File: src/rtl/fft_frame_ctrl.sv
// fft_frame_ctrl: runs the FFT core one frame at a time.
// Issues config, gates samples, marks tlast, waits for output tlast.
module fft_frame_ctrl #(
  parameter int         MAX_LOG2N = 12,
  parameter int         DATA_W    = 32,
  parameter logic [4:0] FWD_FIELD = 5'b10000,
  parameter int         TIMEOUT   = 65535
) (
  input  logic              aclk,
  input  logic              aresetn,
  input  logic              cmd_valid,
  output logic              cmd_ready,
  input  logic [3:0]        cmd_log2n,
  input  logic [DATA_W-1:0] src_tdata,
  input  logic              src_tvalid,
  output logic              src_tready,
  output logic [23:0]       fft_cfg_tdata,
  output logic              fft_cfg_tvalid,
  input  logic              fft_cfg_tready,
  output logic [DATA_W-1:0] fft_tdata,
  output logic              fft_tvalid,
  input  logic              fft_tready,
  output logic              fft_tlast,
  input  logic              out_tvalid,
  input  logic              out_tready,
  input  logic              out_tlast,
  output logic              busy,
  output logic              done,
  output logic [15:0]       frame_cnt,
  output logic              err_len,
  output logic              err_timeout,
  input  logic              err_clr
);

  localparam int CW   = MAX_LOG2N + 1;
  localparam int WD_W = $clog2(TIMEOUT + 1);

  typedef enum logic [1:0] {
    IDLE,
    CFG,
    DATA,
    DRAIN
  } state_t;

  state_t            state;
  state_t            nxt;
  logic [3:0]        log2n_q;
  logic [CW-1:0]     cnt;
  logic [CW-1:0]     last_idx;
  logic [WD_W-1:0]   wd;
  logic              len_ok;
  logic              len_bad;
  logic              out_fire;
  logic              wd_hit;
  logic              dat_fire;

  function automatic logic [11:0] sch_of(input logic [3:0] n);
    logic [11:0] s;
    case (n)
      4'd3:    s = 12'd6;
      4'd4:    s = 12'd10;
      4'd5:    s = 12'd26;
      4'd6:    s = 12'd42;
      4'd7:    s = 12'd106;
      4'd8:    s = 12'd170;
      4'd9:    s = 12'd426;
      4'd10:   s = 12'd682;
      4'd11:   s = 12'd1706;
      default: s = 12'd2730;
    endcase
    return s;
  endfunction

  assign len_ok   = (cmd_log2n >= 4'd3) &&
                    (int'(cmd_log2n) <= MAX_LOG2N);
  assign len_bad  = (state == IDLE) && cmd_valid && !len_ok;
  assign out_fire = (state == DRAIN) && out_tvalid &&
                    out_tready && out_tlast;
  assign wd_hit   = (state == DRAIN) && !out_fire &&
                    (wd == WD_W'(TIMEOUT - 1));
  assign last_idx = (CW'(1) << log2n_q) - CW'(1);
  assign dat_fire = fft_tvalid && fft_tready;
  assign fft_tdata = src_tdata;

  // State register.
  always_ff @(posedge aclk or negedge aresetn) begin
    if (!aresetn) state <= IDLE;
    else          state <= nxt;
  end

  // Next state and pass-through gating.
  always_comb begin
    nxt        = state;
    cmd_ready  = 1'b0;
    busy       = 1'b1;
    fft_tvalid = 1'b0;
    src_tready = 1'b0;
    fft_tlast  = 1'b0;
    unique case (state)
      IDLE: begin
        cmd_ready = 1'b1;
        busy      = 1'b0;
        if (cmd_valid && len_ok) nxt = CFG;
      end
      CFG: begin
        if (fft_cfg_tvalid && fft_cfg_tready) nxt = DATA;
      end
      DATA: begin
        fft_tvalid = src_tvalid;
        src_tready = fft_tready;
        fft_tlast  = (cnt == last_idx);
        if (dat_fire && fft_tlast) nxt = DRAIN;
      end
      DRAIN: begin
        if (out_fire || wd_hit) nxt = IDLE;
      end
      default: nxt = IDLE;
    endcase
  end

  // Config word, beat counter, watchdog, frame count and error flags.
  always_ff @(posedge aclk or negedge aresetn) begin
    if (!aresetn) begin
      log2n_q        <= '0;
      fft_cfg_tdata  <= '0;
      fft_cfg_tvalid <= 1'b0;
      cnt            <= '0;
      wd             <= '0;
      done           <= 1'b0;
      frame_cnt      <= '0;
      err_len        <= 1'b0;
      err_timeout    <= 1'b0;
    end else begin
      done <= 1'b0;
      unique case (state)
        IDLE: begin
          if (cmd_valid) begin
            log2n_q <= cmd_log2n;
            if (len_ok) begin
              fft_cfg_tdata  <= {3'b000, sch_of(cmd_log2n),
                                 FWD_FIELD, cmd_log2n};
              fft_cfg_tvalid <= 1'b1;
            end
          end
        end
        CFG: begin
          if (fft_cfg_tvalid && fft_cfg_tready) begin
            fft_cfg_tvalid <= 1'b0;
            cnt            <= '0;
          end
        end
        DATA: begin
          if (dat_fire) cnt <= cnt + CW'(1);
        end
        DRAIN: begin
          if (out_fire) begin
            done      <= 1'b1;
            frame_cnt <= frame_cnt + 16'd1;
            wd        <= '0;
          end else if (wd_hit) begin
            wd <= '0;
          end else begin
            wd <= wd + WD_W'(1);
          end
        end
        default: ;
      endcase
      err_len     <= len_bad | (err_len & ~err_clr);
      err_timeout <= wd_hit | (err_timeout & ~err_clr);
    end
  end

endmodule

File: config.mk
export PLATFORM = sky130hd
export DESIGN_NAME = fft_frame_ctrl
export DESIGN_NICKNAME = d
export VERILOG_FILES = /design/src/rtl/fft_frame_ctrl.sv
export SDC_FILE = /design/constraint.sdc
export NUM_CORES = 1
export LEC_CHECK = 0
export CAP_MARGIN = 25
export CORE_ASPECT_RATIO = 0.9
export CORE_MARGIN = 3
export CORE_UTILIZATION = 30
export CTS_CLUSTER_SIZE = 20
export DETAILED_ROUTE_END_ITERATION = 10
export MAX_ROUTING_LAYER = met4
export SYNTH_ARGS = -nofsm -noshare
export SYNTH_HDL_FRONTEND = slang
export SYNTH_SLANG_ARGS = --single-unit
export TNS_END_PERCENT = 10
File: constraint.sdc
create_clock -name aclk -period 3 [get_ports aclk]
set_clock_uncertainty 0.1 [all_clocks]
set_input_delay 0.75 -clock aclk [delete_from_list [all_inputs] [get_ports aclk]]
set_output_delay 0.75 -clock aclk [all_outputs]
set_load 0.1 [all_outputs]
==> results_dict.tcl <==
set metrics [dict create \
    critPathKind "reg2out" \
    synth-simple-area-share_pct 19.7 \
    yosys.area_share.xor_xnor_pct 5.56 \
    post_synthesis_mux_area_share_pct 3.48 \
    postRouteAntennaNets 0 \
    vdd_drop_max_v 0.000659 \
    outcome "finished, violations left" \
    top_level_ports 127 \
    timing.final.setup_violations 1 \
    number_of_global_route_vias_before_repair 3130 \
    area_delta_synth_final_pct 21.9 \
    r2r_slack_ns 0.45 \
    nFillCells 1296 \
    place.detailed.hpwl_mm 6.68 \
    timing.final.crit_period_ns 3.35 \
    diodes 0 \
    clock_path_buffers 2 \
    maxCapViolCount 0 \
    dominant_combinational_cell_family_by_area_after_synthesis "simple AND/OR/NAND/NOR gates" \
    count_of_routing_violations_after_the_opening_detailed_route_iteration 181 \
    yosys_warnings 0 \
    cts_sinks 70 \
    synthDistinctLibCells 58 \
    post-route-period-util_pct 112 \
    floorplan.die_area_mm2 0.0151 \
    routed_wire_length_per_instance_um 14.4 \
    detailedPlace.worstSlack_ns -0.0512 \
    max_freq_mhz 299 \
    setup_repair_after_global_routing_missed_its_margin "true" \
    die_height_um 117 \
    cts_tree "built" \
    finalPower_mw 5.12 \
    worstPathMaxFanout 7 \
    number_of_antenna_violations_at_the_first_check_in_global_routing 0 \
    fp.dieW_um 129 \
    setup.worst_path.end_class "output pin" \
    cts_made_buffers 9 \
    postSynth.topFlopCell "sky130_fd_sc_hd__dfrtp_1" \
    synth_edf_count 0 \
    rr_endpoint "state[0]" \
    hold_buffers 0 \
    mostFrequentLayoutCells "67 x sky130_fd_sc_hd__dfrtp_1, 61 x sky130_fd_sc_hd__buf_4, 59 x sky130_fd_sc_hd__nand2_1" \
    worstPathRequired_ns 2.15 \
    detailedRoute.firstPassIterationCount 4 \
    clk_transition_reported_paths_ns 0.06 \
    final-hold-violation-count 0 \
    postSynthAreaPerCell_um2 9.29 \
    row_count 39 \
    cts_max_level 3 \
    drive_gt1_share_pct 23.3 \
    clockRootBuffer "sky130_fd_sc_hd__clkbuf_16" \
    synth_fa_ha_area_share_pct 2.75 \
    critPathArrivalTime_ns 2.50 \
    max-slew-margin-rel_pct 37.1 \
    p_leak_nw 2.20 \
    ys_async_sr_fraction_pct 100 \
    grtUsageTotal_pct 13.0 \
    drt-vias-per-instance 5.03 \
    setup_slack_ns -0.345 \
    synth_compound_area_share_pct 14.6 \
    fin_nets 532 \
    netlist_instances 441 \
    timing_worst_slew_pin_value_ns 0.933 \
    worstSkewPairLatency_ns 0.33 \
    holdCritPathClass "in2async" \
    overflow_left_after_global_routing 0 \
    slew_viol_final 0 \
    critical_path.startpoint_type "flip-flop" \
    remaining_drc_errors 0 \
    syn_area_mm2 0.00410 \
    initial_utilization_pct 31.4 \
    vias 3245 \
    wirelength_mm 9.26 \
    grt_pass1_wl_mm 15.3 \
    worst_r2r_startpoint "log2n_q[2]" \
    pwr_density_cell_mw_per_mm2 1020 \
    worst_r2r_path_depth 10 \
    routabilityCongestion 0.809 \
    synth.yosys.seq_area_share_pct 42.8 \
    layout_commonest_cell "sky130_fd_sc_hd__dfrtp_1" \
    grt_max_degree 34 \
    placeableCoreArea_mm2 0.0130 \
    numPortBuffers 54 \
    yosys_register_bits 70 \
    failed_checks "negative setup slack" \
]
## logic make-up after synthesis
group,Yosys count
other,1
muxes,13
adders and majority gates,9
buffers and inverters,76
AOI/OAI and AO/OA,88
xor gates and xnor gates,26
DFF,70
and+or+nand+nor,158
## flip-flops by register name, summed over array words and instances (netlist names)
signal          count
cnt                13
done                1
err_len             1
err_timeout         1
fft_cfg_tdata      15
fft_cfg_tvalid      1
frame_cnt          16
log2n_q             4
state               2
wd                 16
## cell usage after synthesis (all sizes together) (8+ instances only)
cell     n  area, um2
inv     16       60.1
nand4   11       68.8
clkbuf   9       33.8
a21oi   11       58.8
nor2    17       63.8
o21ai   34        170
xnor2   17        149
dfrtp   70       1750
nand3   21        118
o31ai    9       67.6
buf     51        360
xor2     9       78.8
mux2    10        113
nand2   60        225
ha       9        113
and3     8       55.1
## through the flow
step                instance area, um2  std cells  setup TNS (ns)  util [%]  hold slack (ns)
floorplan                         4160        448         -0.0608         -            0.354
global placement                  4590        626               0      35.3            0.363
detailed placement                4590        626         -0.0512      35.3            0.365
CTS                               4960        644          -0.307      38.1            0.301
global route                      4990        645          -0.409      38.3            0.325
finish                            4990        645          -0.345      38.3            0.290
## how the worst max path moves through the flow
stage	cells after the start	slack, ns	from	endpoint
4_1_cts	9	-0.31	log2n_q[0]	fft_tlast
3_5_place_dp	9	-0.05	log2n_q[2]	fft_tlast
3_3_place_gp	9	0.05	log2n_q[2]	fft_tlast
2_1_floorplan	9	-0.06	log2n_q[1]	fft_tlast
6_report	9	-0.35	log2n_q[2]	fft_tlast
5_1_grt	9	-0.41	log2n_q[2]	fft_tlast
## cell type report
class	instances	area, um2	share of cell area (%)
Tap cell	164	205	4.11
Multi-Input combinational cell	302	1990	39.8
Inverter	16	60.1	1.20
Clock buffer	12	256	5.14
Clock inverter	3	67.6	1.35
Sequential cell	70	1760	35.1
Timing Repair Buffer	78	663	13.3
## worst max-delay path, stage by stage (launching register included)
cell	delay, ns
sky130_fd_sc_hd__dfrtp_2	0.44
sky130_fd_sc_hd__nor3_4	0.21
sky130_fd_sc_hd__nand2_2	0.10
sky130_fd_sc_hd__ha_4	0.19
sky130_fd_sc_hd__or3_4	0.34
sky130_fd_sc_hd__a21oi_4	0.14
sky130_fd_sc_hd__o21ai_2	0.07
sky130_fd_sc_hd__a22oi_2	0.23
sky130_fd_sc_hd__and4_4	0.27
sky130_fd_sc_hd__buf_12	0.17
## metal layers
layer  GRT usage (%)  up-vias  share of wire, %
li1                -     1574                 -
met1            17.0     1558                47
met2            19.2       87                46
met3            3.31       26               4.6
met4            5.88        0               2.9
met5               -        -                 0
## power breakdown
| part | total [mW] | switching [mW] | leakage (nW) | internal (mW) |
|---|---|---|---|---|
| Combinational | 2.64 | 1.80 | 1.12 | 0.839 |
| Clock | 1.17 | 0.402 | 0.155 | 0.769 |
| Sequential | 1.30 | 0.175 | 0.923 | 1.13 |
## repair_timing
item,4_1_cts,5_1_grt
resized for setup,6,5
pin swaps,9,4
cloned,0,0
setup buffers,3,1
setup endpoints to repair,1,1
No activity file was read; power rests on OpenSTA's default activity.
